<file path="src/rtl/diffeq_pkg.sv">
// rtl/diffeq_pkg.sv - shared state and operand encodings for the diffeq controller and datapath
package diffeq_pkg;

    localparam int STATE_W = 3;

    typedef logic [STATE_W-1:0] state_t;

    localparam state_t S_IDLE      = 3'b000;
    localparam state_t S_READ      = 3'b001;
    localparam state_t S_COMPUTE_1 = 3'b010;
    localparam state_t S_COMPUTE_2 = 3'b011;
    localparam state_t S_COMPUTE_3 = 3'b100;
    localparam state_t S_COMPUTE_4 = 3'b101;
    localparam state_t S_DONE      = 3'b110;

    localparam logic [1:0] OP_X  = 2'd0;
    localparam logic [1:0] OP_DX = 2'd1;
    localparam logic [1:0] OP_A  = 2'd2;
    localparam logic [1:0] OP_U  = 2'd3;

    function automatic logic is_compute(input state_t s);
        return (s == S_COMPUTE_1) || (s == S_COMPUTE_2) ||
               (s == S_COMPUTE_3) || (s == S_COMPUTE_4);
    endfunction

endpackage

</file>
<file path="src/rtl/diffeq_controller.sv">
// rtl/diffeq_controller.sv - operand load sequencer and compute-loop FSM for the diffeq datapath
module diffeq_controller
    import diffeq_pkg::*;
#(
    parameter int ITER_W     = 8,
    parameter int MAX_ITER   = 200,
    parameter int WAIT_W     = 4,
    parameter int WAIT_LIMIT = 15
) (
    input  logic              clk,
    input  logic              reset,
    input  logic              start,
    input  logic              in_valid,
    output logic              in_ready,
    output logic              load_x,
    output logic              load_dx,
    output logic              load_a,
    output logic              load_u,
    output logic [2:0]        state,
    input  logic              compute_done,
    input  logic              continue_while,
    output logic              busy,
    output logic              done,
    output logic [ITER_W-1:0] iter_count,
    output logic              err_timeout,
    output logic              err_iter
);

    state_t              state_next;
    logic [1:0]          read_idx;
    logic [WAIT_W-1:0]   wait_cnt;
    logic [ITER_W-1:0]   iter_next;
    logic                accept;
    logic                qual_done;
    logic                wait_expired;
    logic                at_limit;

    // The datapath's compute_done is registered, so on the first cycle of a
    // stage it still reflects the previous stage and must be ignored.
    assign accept       = (state == S_READ) && in_valid;
    assign qual_done    = compute_done && (wait_cnt != '0);
    assign wait_expired = (wait_cnt == WAIT_W'(WAIT_LIMIT));
    assign iter_next    = iter_count + ITER_W'(1);
    assign at_limit     = (iter_next == ITER_W'(MAX_ITER));

    // State register
    always_ff @(posedge clk or posedge reset) begin
        if (reset) begin
            state <= S_IDLE;
        end else begin
            state <= state_next;
        end
    end

    // Next-state logic; a qualifying done takes priority over a timeout
    always_comb begin
        state_next = state;
        case (state)
            S_IDLE: begin
                if (start) state_next = S_READ;
            end
            S_READ: begin
                if (accept && (read_idx == OP_U)) state_next = S_COMPUTE_1;
            end
            S_COMPUTE_1: begin
                if (qual_done)         state_next = S_COMPUTE_2;
                else if (wait_expired) state_next = S_DONE;
            end
            S_COMPUTE_2: begin
                if (qual_done)         state_next = S_COMPUTE_3;
                else if (wait_expired) state_next = S_DONE;
            end
            S_COMPUTE_3: begin
                if (qual_done)         state_next = S_COMPUTE_4;
                else if (wait_expired) state_next = S_DONE;
            end
            S_COMPUTE_4: begin
                if (qual_done) begin
                    if (!continue_while || at_limit) state_next = S_DONE;
                    else                             state_next = S_COMPUTE_1;
                end else if (wait_expired) begin
                    state_next = S_DONE;
                end
            end
            S_DONE: begin
                state_next = S_IDLE;
            end
            default: begin
                state_next = S_IDLE;
            end
        endcase
    end

    // Outputs decoded from state; load strobes follow the handshake directly
    always_comb begin
        in_ready = (state == S_READ);
        load_x   = accept && (read_idx == OP_X);
        load_dx  = accept && (read_idx == OP_DX);
        load_a   = accept && (read_idx == OP_A);
        load_u   = accept && (read_idx == OP_U);
        busy     = (state != S_IDLE) && (state != S_DONE) && (state != 3'b111);
        done     = (state == S_DONE);
    end

    // Read index, stage wait counter, iteration counter and sticky error flags
    always_ff @(posedge clk or posedge reset) begin
        if (reset) begin
            read_idx    <= '0;
            wait_cnt    <= '0;
            iter_count  <= '0;
            err_timeout <= 1'b0;
            err_iter    <= 1'b0;
        end else begin
            if ((state == S_IDLE) && start) begin
                iter_count  <= '0;
                err_timeout <= 1'b0;
                err_iter    <= 1'b0;
            end

            // Two-bit index wraps back to X after the U nibble
            if (accept) begin
                read_idx <= read_idx + 2'd1;
            end

            if (state_next != state) begin
                wait_cnt <= '0;
            end else if (is_compute(state) && !wait_expired) begin
                wait_cnt <= wait_cnt + WAIT_W'(1);
            end

            if ((state == S_COMPUTE_4) && qual_done) begin
                iter_count <= iter_next;
                if (continue_while && at_limit) err_iter <= 1'b1;
            end

            if (is_compute(state) && !qual_done && wait_expired) begin
                err_timeout <= 1'b1;
            end
        end
    end

endmodule

</file>
<file path="config.mk">
export PLATFORM = sky130hd
export DESIGN_NAME = diffeq_controller
export DESIGN_NICKNAME = d
export VERILOG_FILES = /design/src/rtl/diffeq_pkg.sv /design/src/rtl/diffeq_controller.sv
export SDC_FILE = /design/constraint.sdc
export NUM_CORES = 1
export LEC_CHECK = 0
export ABC_AREA = 1
export BUFFER_PORTS_ARGS = -buffer_cell sky130_fd_sc_hd__buf_4
export CAP_MARGIN = 40
export CORE_ASPECT_RATIO = 0.75
export CORE_UTILIZATION = 35
export DETAILED_ROUTE_END_ITERATION = 7
export GPL_TIMING_DRIVEN = 0
export PLACE_DENSITY_LB_ADDON = 0.12
export SYNTH_ARGS = -nofsm -noshare
export SYNTH_HDL_FRONTEND = slang
export SYNTH_SLANG_ARGS = --single-unit
export TNS_END_PERCENT = 50
</file>
<file path="constraint.sdc">
create_clock -name clk -period 1.7 [get_ports clk]
set_clock_uncertainty 0.2 [all_clocks]
set_input_delay 0.17 -clock clk [delete_from_list [all_inputs] [get_ports clk]]
set_output_delay 0.17 -clock clk [all_outputs]
set_load 0.005 [all_outputs]
</file>
==> summary.md <==
Summed over its instances, the top area cell type makes up 36.3% of the synthesized netlist area. In this run the count of I/O pins placed on the die edge is 26. The worst register-to-register path has a depth of 10. Walking the worst path, the cells encountered are buf_4 -> nand2_1 -> nand2_2 -> inv_2 -> nand2_1 -> buf_4. TritonCTS built the clock tree. The overall die width came out at 72.6 microns. For the overall track demand over capacity in global routing, the log shows 16.7%. The floorplan has 18 rows. In the routed design, unresolved DRC markers number 0.

The iteration-0 DRC count of the detailed router was 43. In this run the critical register-to-register path is captured at wait_cnt[0]$_DFFE_PP0P_. The tools report the detailed placement HPWL as 2.22 mm. Leaving out fill and tap cells, the most frequent cells in the layout are 42 x buf_4, 32 x nand2_1, 25 x inv_1. The final reports fail on setup timing. Data arrives at the worst endpoint at 1.37 ns.

The number of nets produced by synthesis is 179. The clock reaches the later pin of the worst-skew pair after 0.26 ns. For the utilization of the core after routing, the log shows 54.6%. The clock edge transition at the registers on the reported setup and hold paths came out at 0.07 ns. The tools report the maximum operating frequency as 0.573 GHz. The time the final worst path needs with I/O delays and setup works out to 1.74 ns. Relative to the synthesized area, the layout overhead comes to 42.7%. The cell count along the critical path came out at 6. For this design the static power due to leakage is 0.970 nW. Global routing consumed, on the met3 layer, 4.71% of the routing resources.

Initial antenna violation count: 0. Grouping stages by cell kind, the critical path spends the most delay in flip-flops. The global placer's final weighted congestion is 0.928.

The minimum setup slack after placement is -0.0962 ns. The Yosys step of the flow raised 0 warnings. For this block, the routed nets add up to 3.16 mm of wire.

The clock passes through at most 2 buffers. Counting flops and latches in the post-synthesis netlist gives 19. Before antenna repair, the detailed router went through 4 iterations. Number of sinks driven by the clock tree: 19. The tools report the total congestion overflow as 0.

The fraction of layout instances using a drive strength above 1 came out at 44.2%. Once the floorplan was initialized, standard cells occupied 38.3% of the core. The repair_antennas step left the layout with diodes totalling 0.

In this run, placement finished with an instance count of 241. The filler cells instantiated in the layout total 315. Ranked by total cell area, the synthesized netlist is headed by dfrtp_1 36%, nand2_1 11%, inv_1 8.6%, ha_1 6.7%, nand3_2 5.3%. The worst setup path is of the register to primary output kind. The logs give 20 for the pin count of the biggest net entering global routing and 4.90 mm for the first-pass GRT wire length. At the pin with the least slew margin, the transition time is 0.758 ns. The worst setup path is launched from a register.

Among all stages on the critical path, the largest delay is contributed by dfrtp_2. The average via count per standard cell is 4.58. For the CTS H-tree depth, the log shows 1. The endpoint required time on the critical path is 1.33 ns. The total core area came out at 3420 sq um.

The highest-utilization routing layer at the global route stage is met2. The largest total area in the synthesized netlist belongs to dfrtp_1. The floorplan step defined a die boundary enclosing 3990 sq um. The path category of the worst min-delay check was input pin to register. Detailed routing inserted a total of 1,214 vias. The worst pin sits at a relative slew slack of 49.4%. The number of nets in the layout is 229, and the buffering stage count on the worst path with inverters included is 3. The number of distinct library cells after synthesis was 24. The finished layout holds 265 standard cells, fillers aside.

After detailed routing, the average wire length per cell comes to 11.9 microns. The clock root buffer is clkbuf_8. The number of buffer cells added on primary ports is 25, and the vertical die dimension is 55.0 microns. Following the worst setup path forward leads to its endpoint at busy. The number of violations of the max-capacitance limit came out at 0. Across all register-to-register paths, the minimum setup slack is 0.03 ns. STA classifies the critical path endpoint as a primary output. The biggest fanout along the worst timing path was 4. Startpoint of the most critical register-to-register path: wait_cnt[0]$_DFFE_PP0P_.

The count of final max-slew check failures is 0, and the part of the cycle the worst path needs is 103%. Summed over all failing endpoints, the final setup total negative slack is -0.0449 ns. Setup repair after global routing could not meet its margin everywhere. In the global route stage, met1 resource usage came out at 20.4%. The tools report the via count of the first global-routing pass as 1,108. The logs give 0 for the total count of hold-check failures in the final report and 28.8% for the met2 demand-to-capacity share in global routing.

The most critical setup path has its startpoint at state[1]$_DFF_PP0_. The total power divided by cell area works out to 1110 nW/um^2. The mapped netlist covers 1310 sq um. The synthesized area per cell is 7.89 sq um. For this run, the register share of the synthesized area comes to 36.3%. The final count of negative-setup-slack endpoints was 1; the count of nets left with antenna violations after detail routing was 0. Counting the buffers created by CTS gives 3. The tools report the final worst slack as -0.0449 ns. Synthesis produced 166 cells. The peak supply drop was 0.000775 V. The flow ran to the end, but the final reports show violations. The library cell used most frequently in the layout, excluding fill and tap cells, is buf_4.

Hold timing on the final database bottoms out at a slack of 0.121 ns. The worst stage delay on the critical path is 0.45 ns.
## area by class of cell
| class | count | area (sq um) | area share (%) |
|---|---|---|---|
| sequential | 19 | 478 | 25.6 |
| multi-input combinational | 113 | 806 | 43.1 |
| clock buffer | 4 | 45.0 | 2.41 |
| timing repair buffer | 45 | 345 | 18.5 |
| inverter | 34 | 133 | 7.10 |
| tap | 50 | 62.6 | 3.35 |
## per-layer routing
metal	vias up	part of all wire, %
met3	4	4.9
met5	-	0
li1	617	-
met2	30	48
met1	563	46
met4	0	1.5
## worst min path at each step
stage | start | end | slack (ns) | cells after the start
global placement | reset | read_idx[1]$_DFFE_PP0P_ | 0.16 | 2
finish | in_valid | state[0]$_DFF_PP0_ | 0.12 | 4
global route | in_valid | state[0]$_DFF_PP0_ | 0.16 | 4
detailed placement | reset | read_idx[1]$_DFFE_PP0P_ | 0.17 | 2
floorplan | reset | err_iter$_DFF_PP0_ | -0.08 | 1
CTS | in_valid | state[0]$_DFF_PP0_ | 0.1 | 4
## timing repair
action | 4_1_cts | 5_1_grt
hold buffers | 3 | 0
buffers inserted | 9 | 8
hold endpoints to repair | 21 | 0
setup endpoints to repair | 17 | 19
gates resized for setup | 14 | 21
pin swaps | 3 | 10
## registers in the layout, summed over array words and instances (netlist names)
| name | count |
|---|---|
| err_iter | 1 |
| err_timeout | 1 |
| iter_count | 8 |
| read_idx | 2 |
| state | 3 |
| wait_cnt | 4 |
## cell families (layout without fill, tap and decap cells)
logic type / Yosys count / in the layout / share of synthesized area (%)
adder cells (fa/ha/maj): 7 / 7 / 6.69
buffers and inverters: 34 / 83 / 9.74
AO/OA/AOI/OAI: 18 / 18 / 9.36
AND/OR/NAND/NOR: 81 / 81 / 33.2
flip-flops: 19 / 19 / 36.3
XOR/XNOR: 7 / 7 / 4.68
## Yosys cell counts
cell type,instances
o22ai_1,1
inv_1,30
nand2_2,6
nor2_1,12
nor3_2,4
ha_1,7
nand2_1,37
dfrtp_1,19
o31ai_1,2
a22o_1,2
nand3_1,7
nor3_1,1
inv_2,4
xor2_1,6
nor2_4,3
a32o_1,1
a21oi_1,1
o21ai_0,10
nand2_4,1
nand4_1,2
a21boi_4,1
xnor2_1,1
nand3_2,7
nor2_2,1
## report_power, final
| group | total [W] | switching (W) | leakage [nW] | internal (W) |
|---|---|---|---|---|
| Clock | 0.000320 | 0.000153 | 0.0228 | 0.000167 |
| Combinational | 0.00114 | 0.000647 | 0.692 | 0.000496 |
| Sequential | 0.000616 | 0.0000961 | 0.255 | 0.000520 |
## tightest hold or removal path, cell delays in order
cell,delay [ns]
buf_4,0.08
a21oi_1,0.06
nor2_1,0.14
nand2_2,0.09
## stage by stage
stage	total power [W]	area, sq um
final	0.00208	1870
after global routing	0.00225	1870
after CTS	0.00201	1750
after detailed placement	0.00151	1560
after global placement	0.00147	1560
after floorplan	0.00122	1310
(Power assumes the default switching activity.)
